$ cat src/rtl/fetch_pkg.sv
// Shared constants and encodings for the instruction fetch stage.
package fetch_pkg;

  localparam logic [15:0] NOP_INSTR   = 16'h0800;
  localparam logic [4:0]  HALT_OPCODE = 5'b00000;

  typedef enum logic [1:0] {StReq, StDrain, StHold, StHalt} fetch_state_e;

  typedef enum logic [1:0] {PcHold, PcIncr, PcRedirect} pc_sel_e;

  // Bubble: NOP with incrPC/err held. Flush: NOP with err cleared (redirect).
  typedef enum logic [2:0] {OutHold, OutMem, OutBuf, OutBubble, OutFlush} out_sel_e;

  function automatic logic is_halt(input logic [15:0] word);
    return word[15:11] == HALT_OPCODE;
  endfunction

endpackage

$ cat src/rtl/dff.sv
// Enabled register with asynchronous active-high reset.
module dff #(
  parameter int unsigned     Width    = 1,
  parameter logic [Width-1:0] ResetVal = '0
) (
  input  logic             clk,
  input  logic             rst,
  input  logic             en,
  input  logic [Width-1:0] d,
  output logic [Width-1:0] q
);

  always_ff @(posedge clk or posedge rst) begin
    if (rst) begin
      q <= ResetVal;
    end else if (en) begin
      q <= d;
    end
  end

endmodule

$ cat src/rtl/fetch_fsm.sv
// Fetch control: state sequencing, memory request and datapath enables.
module fetch_fsm
  import fetch_pkg::*;
(
  input  logic     clk,
  input  logic     rst,
  input  logic     stall_in,
  input  logic     redirect,
  input  logic     mem_done,
  input  logic     mem_halt,
  input  logic     buf_halt,
  output logic     mem_rd,
  output logic     in_drain,
  output logic     halted,
  output pc_sel_e  pc_sel,
  output out_sel_e out_sel,
  output logic     buf_load,
  output logic     buf_clear,
  output logic     drain_latch
);

  fetch_state_e state_q, state_d;

  always_comb begin
    state_d     = state_q;
    pc_sel      = PcHold;
    out_sel     = OutHold;
    buf_load    = 1'b0;
    buf_clear   = 1'b0;
    drain_latch = 1'b0;
    case (state_q)
      StReq: begin
        if (redirect) begin
          pc_sel    = PcRedirect;
          out_sel   = OutFlush;
          buf_clear = 1'b1;
          // The outstanding read must still complete at its original address.
          if (!mem_done) begin
            drain_latch = 1'b1;
            state_d     = StDrain;
          end
        end else if (mem_done) begin
          pc_sel = PcIncr;
          if (stall_in) begin
            buf_load = 1'b1;
            state_d  = StHold;
          end else begin
            out_sel = OutMem;
            if (mem_halt) state_d = StHalt;
          end
        end else if (!stall_in) begin
          out_sel = OutBubble;
        end
      end
      StDrain: begin
        if (redirect) pc_sel = PcRedirect;
        if (mem_done) state_d = StReq;
      end
      StHold: begin
        if (redirect) begin
          pc_sel    = PcRedirect;
          out_sel   = OutFlush;
          buf_clear = 1'b1;
          state_d   = StReq;
        end else if (!stall_in) begin
          out_sel = OutBuf;
          state_d = buf_halt ? StHalt : StReq;
        end
      end
      StHalt: begin
        if (redirect) begin
          pc_sel    = PcRedirect;
          out_sel   = OutFlush;
          buf_clear = 1'b1;
          state_d   = StReq;
        end
      end
      default: state_d = StReq;
    endcase
  end

  always_ff @(posedge clk or posedge rst) begin
    if (rst) begin
      state_q <= StReq;
      halted  <= 1'b0;
    end else begin
      state_q <= state_d;
      halted  <= (state_d == StHalt);
    end
  end

  assign mem_rd   = (state_q == StReq || state_q == StDrain) && !rst;
  assign in_drain = (state_q == StDrain);

endmodule

$ cat src/rtl/fetch.sv
// Instruction fetch stage: PC, skid buffer and fetch/decode pipeline register.
module fetch
  import fetch_pkg::*;
#(
  parameter logic [15:0] RESET_PC = 16'h0000
) (
  input  logic        clk,
  input  logic        rst,
  input  logic        stall_in,
  input  logic        redirect,
  input  logic [15:0] redirect_pc,
  output logic        mem_rd,
  output logic [15:0] mem_addr,
  input  logic        mem_done,
  input  logic [15:0] mem_data,
  output logic [15:0] instruction_out,
  output logic [15:0] incrPC_out,
  output logic        err_out,
  output logic        halted
);

  pc_sel_e  pc_sel;
  out_sel_e out_sel;
  logic     buf_load, buf_clear, drain_latch, in_drain;

  logic [15:0] pc_q, pc_d, pc_plus2;
  logic [15:0] buf_instr_q, buf_incr_q;
  logic        buf_err_q, buf_valid_q;
  logic [15:0] drain_addr_q;
  logic [15:0] instr_d, incr_d;
  logic        err_d;
  logic        instr_en, incr_en, err_en, buf_valid_en;

  fetch_fsm u_fsm (
    .clk         (clk),
    .rst         (rst),
    .stall_in    (stall_in),
    .redirect    (redirect),
    .mem_done    (mem_done),
    .mem_halt    (is_halt(mem_data)),
    .buf_halt    (buf_valid_q && is_halt(buf_instr_q)),
    .mem_rd      (mem_rd),
    .in_drain    (in_drain),
    .halted      (halted),
    .pc_sel      (pc_sel),
    .out_sel     (out_sel),
    .buf_load    (buf_load),
    .buf_clear   (buf_clear),
    .drain_latch (drain_latch)
  );

  // 16-bit wraparound is intended: FFFE + 2 = 0000.
  assign pc_plus2 = pc_q + 16'd2;

  always_comb begin
    pc_d = pc_q;
    case (pc_sel)
      PcIncr:     pc_d = pc_plus2;
      PcRedirect: pc_d = redirect_pc;
      default:    pc_d = pc_q;
    endcase
  end

  always_comb begin
    instr_d = instruction_out;
    incr_d  = incrPC_out;
    err_d   = err_out;
    case (out_sel)
      OutMem: begin
        instr_d = mem_data;
        incr_d  = pc_plus2;
        err_d   = pc_q[0];
      end
      OutBuf: begin
        instr_d = buf_instr_q;
        incr_d  = buf_incr_q;
        err_d   = buf_err_q;
      end
      OutBubble: instr_d = NOP_INSTR;
      OutFlush: begin
        instr_d = NOP_INSTR;
        err_d   = 1'b0;
      end
      default: ;
    endcase
  end

  assign instr_en     = (out_sel != OutHold);
  assign incr_en      = (out_sel == OutMem) || (out_sel == OutBuf);
  assign err_en       = (out_sel == OutMem) || (out_sel == OutBuf) || (out_sel == OutFlush);
  assign buf_valid_en = buf_load || buf_clear || (out_sel == OutBuf);

  dff #(.Width(16), .ResetVal(RESET_PC)) u_pc (
    .clk (clk), .rst (rst), .en (pc_sel != PcHold), .d (pc_d), .q (pc_q)
  );

  dff #(.Width(16), .ResetVal(NOP_INSTR)) u_instr (
    .clk (clk), .rst (rst), .en (instr_en), .d (instr_d), .q (instruction_out)
  );

  dff #(.Width(16), .ResetVal(16'h0000)) u_incr (
    .clk (clk), .rst (rst), .en (incr_en), .d (incr_d), .q (incrPC_out)
  );

  dff #(.Width(1), .ResetVal(1'b0)) u_err (
    .clk (clk), .rst (rst), .en (err_en), .d (err_d), .q (err_out)
  );

  dff #(.Width(16), .ResetVal(16'h0000)) u_buf_instr (
    .clk (clk), .rst (rst), .en (buf_load), .d (mem_data), .q (buf_instr_q)
  );

  dff #(.Width(16), .ResetVal(16'h0000)) u_buf_incr (
    .clk (clk), .rst (rst), .en (buf_load), .d (pc_plus2), .q (buf_incr_q)
  );

  dff #(.Width(1), .ResetVal(1'b0)) u_buf_err (
    .clk (clk), .rst (rst), .en (buf_load), .d (pc_q[0]), .q (buf_err_q)
  );

  dff #(.Width(1), .ResetVal(1'b0)) u_buf_valid (
    .clk (clk), .rst (rst), .en (buf_valid_en), .d (buf_load), .q (buf_valid_q)
  );

  dff #(.Width(16), .ResetVal(16'h0000)) u_drain_addr (
    .clk (clk), .rst (rst), .en (drain_latch), .d (pc_q), .q (drain_addr_q)
  );

  assign mem_addr = in_drain ? drain_addr_q : pc_q;

endmodule

$ cat config.mk
export PLATFORM = sky130hd
export DESIGN_NAME = fetch
export DESIGN_NICKNAME = d
export VERILOG_FILES = /design/src/rtl/fetch_pkg.sv /design/src/rtl/dff.sv /design/src/rtl/fetch_fsm.sv /design/src/rtl/fetch.sv
export SDC_FILE = /design/constraint.sdc
export NUM_CORES = 1
export LEC_CHECK = 0
export CORE_MARGIN = 4
export CORE_UTILIZATION = 35
export DETAILED_ROUTE_END_ITERATION = 12
export GPL_TIMING_DRIVEN = 0
export PLACE_DENSITY = 0.6
export REMOVE_ABC_BUFFERS = 1
export SYNTH_ARGS = -nofsm -noshare
export SYNTH_HDL_FRONTEND = slang
export SYNTH_HIERARCHICAL = 1
export SYNTH_SLANG_ARGS = --single-unit
$ cat constraint.sdc
create_clock -name clk -period 3.4 [get_ports clk]
set_input_delay 0.34 -clock clk [delete_from_list [all_inputs] [get_ports clk]]
set_output_delay 0.34 -clock clk [all_outputs]
set_load 0.02 [all_outputs]
==> impl_metrics.env <==
export IMPL_status="completed"
export IMPL_ios=88
export IMPL_power_density_mw_per_mm2=855.8
export IMPL_rsz0062_at_grt="no"
export IMPL_route_detailed_drc=0
export IMPL_synth_top_family_by_area="multiplexers"
export IMPL_grt_max_degree=24
export IMPL_cts_path_max_buffers=2
export IMPL_grt_overflow=0
export IMPL_grtUsageTotal_pct=16.07
export IMPL_pwr_share_comb_pct=48.5
export IMPL_synth_mux_area_share_pct=26.24
export IMPL_worst_slack_ps=266.7
export IMPL_relSlewSlack_pct=37.44
export IMPL_ys_warn_count=6
export IMPL_antenna_found_initial=0
export IMPL_grt_pass1_vias=4714
export IMPL_post_synth_and_or_nand_nor_area_fraction_pct=9.591
export IMPL_drt_first_iter_violations=250
export IMPL_avgSynthCellArea_um2=11.88
export IMPL_core_area_mm2=0.01742
export IMPL_hold_path_class="input port to asynchronous set/reset pin"
export IMPL_slowest_delay_ps=650
export IMPL_async_flop_share_pct=100.0
export IMPL_vias_per_cell=5.389
export IMPL_synth_top_flop_cell="dfrtp_1"
export IMPL_synthCells=528
export IMPL_htreeDepth=3
export IMPL_p_leak_uw=0.003343
export IMPL_synthesis_area_mm2=0.006275
export IMPL_synth_fa_ha_area_share_pct=0.7976
export IMPL_power_frac_clock_pct=15.9
export IMPL_finClkSkew_ps=10.41
export IMPL_num_vias=4484
export IMPL_cp_start_kind="flop"
export IMPL_crit_chain="and2b_2 -> nor2b_4 -> buf_8 -> or2_2 -> or2_1 -> nor2_1 -> a221o_1 -> mux2_2"
export IMPL_die_x_um=141.9
export IMPL_cts_clk_slew_worst_paths_ps=70
export IMPL_drv_slew=0
export IMPL_cpMaxStageDelayCell="dfrtp_1"
export IMPL_routedWlPerCell_um=19.13
export IMPL_dieArea_mm2=0.02013
export IMPL_hold_violations=0
export IMPL_cts_hold_buf=0
export IMPL_placed_area_mm2=0.007229
export IMPL_max_freq_ghz=0.3192
export IMPL_initial_core_util_pct=36.03
export IMPL_diodes=0
export IMPL_grt_pass1_wl_mm=25.64
export IMPL_areaGrowthSynthToFinish_pct=21.06
export IMPL_path_max_fanout=23
export IMPL_synth_edff_count=0
export IMPL_antenna_left=0
export IMPL_gp_congestion=0.8278
export IMPL_cts_tree="yes"
export IMPL_synth_compound_area_share_pct=13.82
export IMPL_dr_pass1_iters=4
export IMPL_numCtsBuffers=9
export IMPL_cp_required_ps=3640
export IMPL_maxCapViolCount=0
export IMPL_seqPwrFrac_pct=35.6
export IMPL_end_kind="flop"
export IMPL_cp_arrival_ps=3370
export IMPL_synth_xor_area_share_pct=2.074
export IMPL_wirelength_mm=15.91
export IMPL_final_cell_area_mm2=0.007596
export IMPL_cts_num_sinks=102
export IMPL_crit_type="flop to flop"
export IMPL_finalPower_uw=6501
export IMPL_p_int_uw=4051
export IMPL_min_period_ps=3133
export IMPL_setup_viol=0
export IMPL_dp_hpwl_mm=10.96
export IMPL_cts_root_buf="clkbuf_16"
export IMPL_io_buffers=87
export IMPL_pre_cts_ws_ps=-1354
export IMPL_switchingPower_uw=2450
export IMPL_synthDistinctLibCells=63
export IMPL_clk_latency_ps=360
export IMPL_finalCritPeriodShare_pct=92.15
export IMPL_swShare_pct=37.69
export IMPL_fin_nets=643
export IMPL_seq_area_frac_synth_pct=40.70
export IMPL_ys_ff_latch=102
export IMPL_drive_above_1_share_pct=28.17
export IMPL_die_height_um=141.9
export IMPL_worst_pin_slew_ps=938.4
export IMPL_rows=48
export IMPL_peakVddDrop_mv=0.4727
-- stage by stage --
step           setup TNS (ps)  util (%)  instances  hold WS [ps]
2_1_floorplan          -75750         -        490         68.71
3_3_place_gp          -213940     40.80        802         484.4
3_5_place_dp           -22910     41.51        812         488.9
4_1_cts                     0     43.41        831         437.3
5_1_grt                     0     43.61        832         449.6
6_report                    0     43.61        832         435.3
-- critical path: cells and delay by family (launching register included) --
kind | cells | cell delay [ps]
mux | 1 | 260
buf+inv | 1 | 220
flops | 1 | 650
compound gates | 1 | 280
simple gates | 5 | 1580
-- path summary, 6_finish.rpt --
path / start / end / slack (ps) / depth (start not counted)
hold / removal: rst / u_buf_valid/q / 440 / 2
setup / recovery: u_fsm/state_q[1] / u_incr/q[1] / 270 / 8
hold reg to reg: u_drain_addr/q[4] / u_drain_addr/q[4] / 500 / 1
setup reg to reg: u_fsm/state_q[1] / u_incr/q[1] / 270 / 8
max in group asynchronous: rst / u_buf_instr/q[8] / 2160 / 2
min in group clk: u_drain_addr/q[4] / u_drain_addr/q[4] / 500 / 1
-- cells by family (layout without fill, tap and decap cells) --
group           after synthesis  after routing
flops                       102            102
compound gates              112            112
mux                         127            127
buf+inv                      66            145
xor+xnor                     14             14
simple gates                103            103
fa+ha+maj                     4              4
-- power groups by stage --
stage | registers [uW] | logic (uW) | clock network [uW]
6_report | 2310 | 3150 | 1040
5_1_grt | 2400 | 3380 | 1120
4_1_cts | 2300 | 3170 | 1080
3_5_place_dp | 2320 | 3130 | 0
3_3_place_gp | 2280 | 3050 | 0
2_1_floorplan | 2360 | 1930 | 0
-- cells in the final DEF, fill, tap and decap left out, types with 7 or more instances in the layout --
master	n
mux2_2	48
a221o_1	17
inv_1	27
mux2i_1	16
xnor2_1	8
a22oi_1	14
nor2_1	26
clkdlybuf4s50_1	87
o21ai_0	17
mux2_4	63
a22o_1	23
buf_4	10
dfrtp_1	101
clkbuf_16	9
a21oi_1	7
nand2_1	33
-- synthesized netlist by cell type, types with 3 or more instances --
| cell type | number | area (um^2) |
|---|---|---|
| xnor2_1 | 8 | 70.07 |
| o22ai_1 | 3 | 18.77 |
| xor2_1 | 5 | 43.79 |
| a22oi_1 | 14 | 105.1 |
| nor2b_1 | 4 | 25.02 |
| or3_1 | 4 | 25.02 |
| ha_1 | 4 | 50.05 |
| a21o_1 | 6 | 45.04 |
| a32oi_1 | 4 | 35.03 |
| a22o_1 | 23 | 201.4 |
| buf_12 | 6 | 120.1 |
| nand2_1 | 33 | 123.9 |
| a221oi_1 | 3 | 26.28 |
| nor2_1 | 28 | 105.1 |
| o2bb2ai_1 | 4 | 35.03 |
| nand4_1 | 3 | 18.77 |
| mux2_4 | 63 | 945.9 |
| inv_1 | 28 | 105.1 |
| o21ai_1 | 4 | 20.02 |
| a221o_1 | 17 | 170.2 |
| o21ai_0 | 17 | 85.08 |
| mux2i_1 | 16 | 160.2 |
| and2b_2 | 3 | 26.28 |
| buf_6 | 7 | 78.83 |
| mux2_2 | 48 | 540.5 |
| buf_2 | 10 | 50.05 |
| dfrtp_1 | 101 | 2527 |
| a21oi_1 | 7 | 35.03 |
| clkbuf_1 | 13 | 48.80 |
-- cell type report --
class	count	area, um^2
clock buffer	10	229.0
clock inverter	6	61.31
fill	1647	9821
inverter	28	108.9
multi-input combinational	360	3364
sequential	102	2554
tap	225	281.5
timing repair buffer	101	997.2
-- state kept, by name, summed over array words and instances, names as in the netlist, 2 cells and up --
register        cells
u_fsm/state_q       2
u_buf_instr/q      16
u_pc/q             16
u_buf_incr/q       16
u_incr/q           16
u_instr/q          16
u_drain_addr/q     16
-- metal layers --
| layer | wire [um] | GRT usage (%) |
|---|---|---|
| met1 | 7366 | 21.15 |
| met2 | 7535 | 26.41 |
| met3 | 743 | 3.741 |
| met4 | 265 | 4.747 |
| met5 | 0 | 0 |
-- repair_timing --
item | in CTS | in global routing
pin swaps | 0 | 1
endpoints found under the setup margin | 16 | 32
resized for setup | 5 | 4
setup buffers | 3 | 1
No activity file was read; power rests on OpenSTA's default activity.
